<file path="src/rtl/fifo_mem_2p.sv">
// Two-port register array: synchronous write, asynchronous read, no reset.
// Contents are undefined until written. The owner of the pointers masks reads of unwritten entries.
module fifo_mem_2p #(
    parameter int WIDTH = 8,
    parameter int DEPTH = 8
) (
    input  logic                     clk,
    input  logic                     we,
    input  logic [$clog2(DEPTH)-1:0] waddr,
    input  logic [WIDTH-1:0]         wdata,
    input  logic [$clog2(DEPTH)-1:0] raddr,
    output logic [WIDTH-1:0]         rdata
);

    logic [WIDTH-1:0] r_mem [DEPTH];

    // Write port: store wdata at waddr on the rising edge when enabled
    always_ff @(posedge clk) begin
        if (we) begin
            r_mem[waddr] <= wdata;
        end
    end

    assign rdata = r_mem[raddr];

endmodule

</file>
<file path="src/rtl/mix_out_buffer.sv">
// Elastic FWFT buffer behind mix: captures valid samples and drains them through valid/ready.
// When the buffer is full, incoming samples are dropped. A sticky flag and a saturating counter record each drop.
module mix_out_buffer #(
    parameter int WIDTH = 8,
    parameter int DEPTH = 8
) (
    input  logic                        clk,
    input  logic                        rst,
    input  logic                        flush,
    input  logic                        in_valid,
    input  logic [WIDTH-1:0]            in_data,
    output logic                        in_ready,
    output logic                        out_valid,
    output logic [WIDTH-1:0]            out_data,
    input  logic                        out_ready,
    output logic [$clog2(DEPTH):0]      count,
    output logic                        full,
    output logic                        empty,
    output logic                        overflow,
    output logic [7:0]                  drop_cnt,
    input  logic                        clr_ovf
);

    localparam int ADDR_W = $clog2(DEPTH);

    logic [ADDR_W-1:0] r_wr_ptr;
    logic [ADDR_W-1:0] r_rd_ptr;
    logic [ADDR_W:0]   r_count;
    logic              r_full;
    logic              r_empty;
    logic              r_overflow;
    logic [7:0]        r_drop_cnt;

    logic              w_push;
    logic              w_pop;
    logic              w_drop;
    logic              w_we;
    logic [ADDR_W:0]   w_count_nxt;
    logic [WIDTH-1:0]  w_rdata;

    // A full buffer refuses input even when a pop happens in the same cycle, so there is no same-cycle refill.
    assign w_push = in_valid & ~r_full;
    assign w_pop  = ~r_empty & out_ready;
    // A sample discarded by flush is not counted as a drop.
    assign w_drop = in_valid & r_full & ~flush;
    assign w_we   = w_push & ~flush;

    fifo_mem_2p #(
        .WIDTH (WIDTH),
        .DEPTH (DEPTH)
    ) u_mem (
        .clk   (clk),
        .we    (w_we),
        .waddr (r_wr_ptr),
        .wdata (in_data),
        .raddr (r_rd_ptr),
        .rdata (w_rdata)
    );

    // Next occupancy: flush clears it; a simultaneous push and pop leaves it unchanged
    always_comb begin
        w_count_nxt = r_count;
        if (flush) begin
            w_count_nxt = {(ADDR_W+1){1'b0}};
        end else if (w_push && !w_pop) begin
            w_count_nxt = r_count + (ADDR_W+1)'(1);
        end else if (w_pop && !w_push) begin
            w_count_nxt = r_count - (ADDR_W+1)'(1);
        end else begin
            w_count_nxt = r_count;
        end
    end

    // Pointers, occupancy and the registered full/empty flags
    always_ff @(posedge clk or posedge rst) begin
        if (rst) begin
            r_wr_ptr <= {ADDR_W{1'b0}};
            r_rd_ptr <= {ADDR_W{1'b0}};
            r_count  <= {(ADDR_W+1){1'b0}};
            r_full   <= 1'b0;
            r_empty  <= 1'b1;
        end else begin
            if (flush) begin
                r_wr_ptr <= {ADDR_W{1'b0}};
                r_rd_ptr <= {ADDR_W{1'b0}};
            end else begin
                if (w_push) begin
                    r_wr_ptr <= r_wr_ptr + ADDR_W'(1);
                end
                if (w_pop) begin
                    r_rd_ptr <= r_rd_ptr + ADDR_W'(1);
                end
            end
            r_count <= w_count_nxt;
            r_full  <= (w_count_nxt == (ADDR_W+1)'(DEPTH));
            r_empty <= (w_count_nxt == {(ADDR_W+1){1'b0}});
        end
    end

    // Drop bookkeeping: if a drop and a clear happen in the same cycle, the drop wins and the count restarts at 1
    always_ff @(posedge clk or posedge rst) begin
        if (rst) begin
            r_overflow <= 1'b0;
            r_drop_cnt <= 8'd0;
        end else if (w_drop) begin
            r_overflow <= 1'b1;
            if (clr_ovf) begin
                r_drop_cnt <= 8'd1;
            end else if (r_drop_cnt != 8'hFF) begin
                r_drop_cnt <= r_drop_cnt + 8'd1;
            end
        end else if (clr_ovf) begin
            r_overflow <= 1'b0;
            r_drop_cnt <= 8'd0;
        end
    end

    assign in_ready  = ~r_full;
    assign out_valid = ~r_empty;
    // Force the head to zero while empty, so stale memory never appears on the output.
    assign out_data  = r_empty ? {WIDTH{1'b0}} : w_rdata;
    assign count     = r_count;
    assign full      = r_full;
    assign empty     = r_empty;
    assign overflow  = r_overflow;
    assign drop_cnt  = r_drop_cnt;

endmodule
</file>
<file path="config.mk">
export PLATFORM = sky130hd
export DESIGN_NAME = mix_out_buffer
export DESIGN_NICKNAME = d
export VERILOG_FILES = /design/src/rtl/fifo_mem_2p.sv /design/src/rtl/mix_out_buffer.sv
export SDC_FILE = /design/constraint.sdc
export NUM_CORES = 1
export LEC_CHECK = 0
export ABC_AREA = 1
export CORE_AREA = 2 2 105 107
export DETAILED_ROUTE_END_ITERATION = 10
export DIE_AREA = 0 0 107 109
export GPL_TIMING_DRIVEN = 0
export PLACE_DENSITY = 0.58
export SETUP_SLACK_MARGIN = 0.3
export SYNTH_ARGS = -nofsm -noshare
export SYNTH_HDL_FRONTEND = slang
export SYNTH_HIERARCHICAL = 1
export SYNTH_SLANG_ARGS = --single-unit
</file>
<file path="constraint.sdc">
create_clock -name clk -period 3.25 [get_ports clk]
set_input_delay 0.65 -clock clk [delete_from_list [all_inputs] [get_ports clk]]
set_output_delay 0.65 -clock clk [all_outputs]
set_load 0.05 [all_outputs]
</file>
==> summary.md <==
| Metric | Value |
|---|---|
| Wire length per cell | 13.2 um |
| CTS Buf Count | 9 |
| Antenna cells | 0 |
| Final max-slew violation count | 0 |
| Worst rel slew slack | 0.266 |
| Post-synth EDFFs | 64 |
| Tcrit/Tclk final | 0.865 |
| Vias in the first global route | 2742 |
| Status | finished clean |
| Routed Antenna Nets | 0 |
| Post-synth top cells | nand2_1 (143), inv_1 (99), edfxtp_1 (64), nand3_1 (46), nor2_1 (30) |
| Final TNS setup | 0 ns |
| Worst IR Drop VDD | 0.349 mV |
| Sequential cell area fraction in the yosys report | 0.590 |
| RSZ-0062 raised after global routing | no |
| Routed wl met3 | 430 um |
| Hold WS | 0.471 ns |
| Post-Synthesis Cells | 462 |
| Worst Skew | 0.00695 ns |
| Dpl hpwl | 5750 um |
| Synth unique cells | 27 |
| GPL Wtd Cong | 0.826 |
| Post-CTS Setup Inserts | 0 |
| I/O pin count | 39 |
| Main synth FF type | edfxtp_1 |
| Syn Nets | 481 |
| Wl on met1 | 4090 um |
| Area leader, netlist | edfxtp_1 |
| Clk buf depth | 2 |
| Post-synth top area share | 0.463 |
| CTS tree | yes |
| Die W | 107 um |
| Place WS | 0.361 ns |
| Syn avg cell area | 8.98 um2 |
| Die height | 109 um |
| Uppermost layer routed | met4 |
| WS Path Type | flip-flop to output port |
| Total Nets Final | 530 |
| Gr usage total | 0.157 |
| Clk root buf | clkbuf_8 |
| Synth area leaders | edfxtp_1 (46%), nand2_1 (13%), dfrtp_1 (12%) |
| Setup violations, final | 0 |
| # DRC | 0 |
| IO buf count | 38 |
| Pre-antenna DRT Iters | 6 |
| H-tree levels | 3 |
| Vias/cell | 4.45 |
| Worst-path clk slew | 0.09 ns |
| Starting Density | 0.391 |
| Max Clock Freq | 356 MHz |
| Row count | 38 |
| Leak | 2.32 nW |
| Hold crit path type | flip-flop to flip-flop |
| Setup ws final | 0.438 ns |
| Leading cell type by number of instances after synthesis | nand2_1 |
| P per Cell Area | 630 nW/um2 |
| Core ar. | 10600 um2 |
| Final Total Pwr | 0.00308 W |
| Vias | 2921 |
| Crit end category | output port |
| Die footprint | 11700 um2 |
| First-pass GRT wire length | 13500 um |
| Cell Area, Synth | 4150 um2 |
| Area growth syn-to-layout | 17.8% |
| TritonCTS Sinks | 85 |
| Startpoint Class | flip-flop |
| CTS hold repair buffers | 0 |
| Worst Path Max Fanout | 10 |
| Max-Cap Viols | 0 |
| Hold Fails Final Rpt | 0 |
| Total Routed Length | 8670 um |
| Actual slew at the worst max-slew pin | 1.10 ns |
| Initial antenna violation count | 0 |
| Later-pin clock latency in the skew report | 0.37 ns |
| Synth warn | 6 |
| Asr flop ratio synth | 0.247 |
| CP arrival | 2.16 ns |
| Gr ovfl total | 0 |
| DRT iter0 DRCs | 135 |
| CP Data Required Time | 2.60 ns |
| Flops & latches, synth | 85 |
| Layout cells sized above 1 | 0.0911 |
| Post-layout min period | 2.81 ns |
| Pin count of the biggest net entering global routing | 22 |
| Met2 wire len | 3960 um |
-- cells by family (layout without fill, tap and decap cells) --
group | Yosys count | count (layout) | share of synthesized area
DFF | 85 | 85 | 0.590
and+or+nand+nor | 234 | 234 | 0.243
xor gates and xnor gates | 3 | 3 | 0.00633
adders and majority gates | 5 | 5 | 0.0151
AOI/OAI and AO/OA | 17 | 17 | 0.0220
buffers and inverters | 118 | 172 | 0.124
-- sequential cells by signal, summed over array words and instances (netlist names) --
register / count
u_mem/r_mem: 64
empty: 1
drop_cnt: 8
r_wr_ptr: 3
overflow: 1
count: 4
r_rd_ptr: 3
full: 1
-- final cells by class --
cell class / count / area (um2)
fillers: 1002 / 5710
clock inverters: 6 / 53.8
flip-flops and latches: 85 / 2450
well taps: 140 / 175
clock buffers: 10 / 138
repair buffers: 38 / 374
inverters: 106 / 403
multi-input cells: 259 / 1190
plain buffers: 12 / 111
-- layer usage --
layer / global-route usage / vias to the layer above
li1: - / 1520
met1: 0.203 / 1321
met2: 0.248 / 68
met3: 0.0430 / 12
met4: 0.0724 / 0
met5: 0 / -
-- per-stage QoR --
stage	cells	instance area, um2	utilization
after floorplan	462	4150	-
after global placement	640	4710	0.444
after detailed placement	640	4710	0.444
after CTS	656	4890	0.461
after global routing	656	4890	0.461
final	656	4890	0.461
-- final timing paths --
check | start | end | slack, ns | depth (start not counted)
hold reg to reg | r_rd_ptr[2] | r_rd_ptr[2] | 0.47 | 1
hold / removal | r_rd_ptr[2] | r_rd_ptr[2] | 0.47 | 1
setup / recovery | r_rd_ptr[1] | out_data[1] | 0.44 | 10
setup reg to reg | full | u_mem/r_mem[0][6] | 1.02 | 5
max in group asynchronous | rst | r_rd_ptr[0] | 2.01 | 2
min in group asynchronous | rst | drop_cnt[5] | 0.73 | 2
-- cell usage in the layout (no fill, tap or decap), drive strengths merged --
master / instances
nand2: 147
inv: 109
edfxtp: 64
nand3: 49
nor2: 33
clkdlybuf4s50: 30
dfrtp: 20
buf: 12
clkbuf: 10
o21ai: 10
a21oi: 5
ha: 5
dlygate4sd2: 5
nand4: 4
xor2: 3
clkdlybuf4s15: 3
clkinv: 2
o21a: 1
nand3b: 1
o41ai: 1
clkinvlp: 1
dfstp: 1
-- critical path: stages, from the launching register on --
cell	delay [ns]
dfrtp_1	0.42
buf_6	0.16
inv_2	0.14
buf_6	0.18
nand3_1	0.08
nand2_1	0.06
nand2_1	0.05
nand2_1	0.06
inv_1	0.05
nor2_1	0.07
dlygate4sd2_1	0.53
-- where the power goes --
part	internal, W	switching, W	total (W)
Sequential	0.00125	0.0000481	0.00130
Clock	0.000312	0.000417	0.000729
Combinational	0.000335	0.000721	0.00106
-- what timing repair did --
item                       in CTS  in global routing
setup endpoints to repair       8                  3
resized for setup               8                  3
pin swaps                       0                  0
cloned                          0                  0
Note: power is estimated with default switching activity, not from simulation.
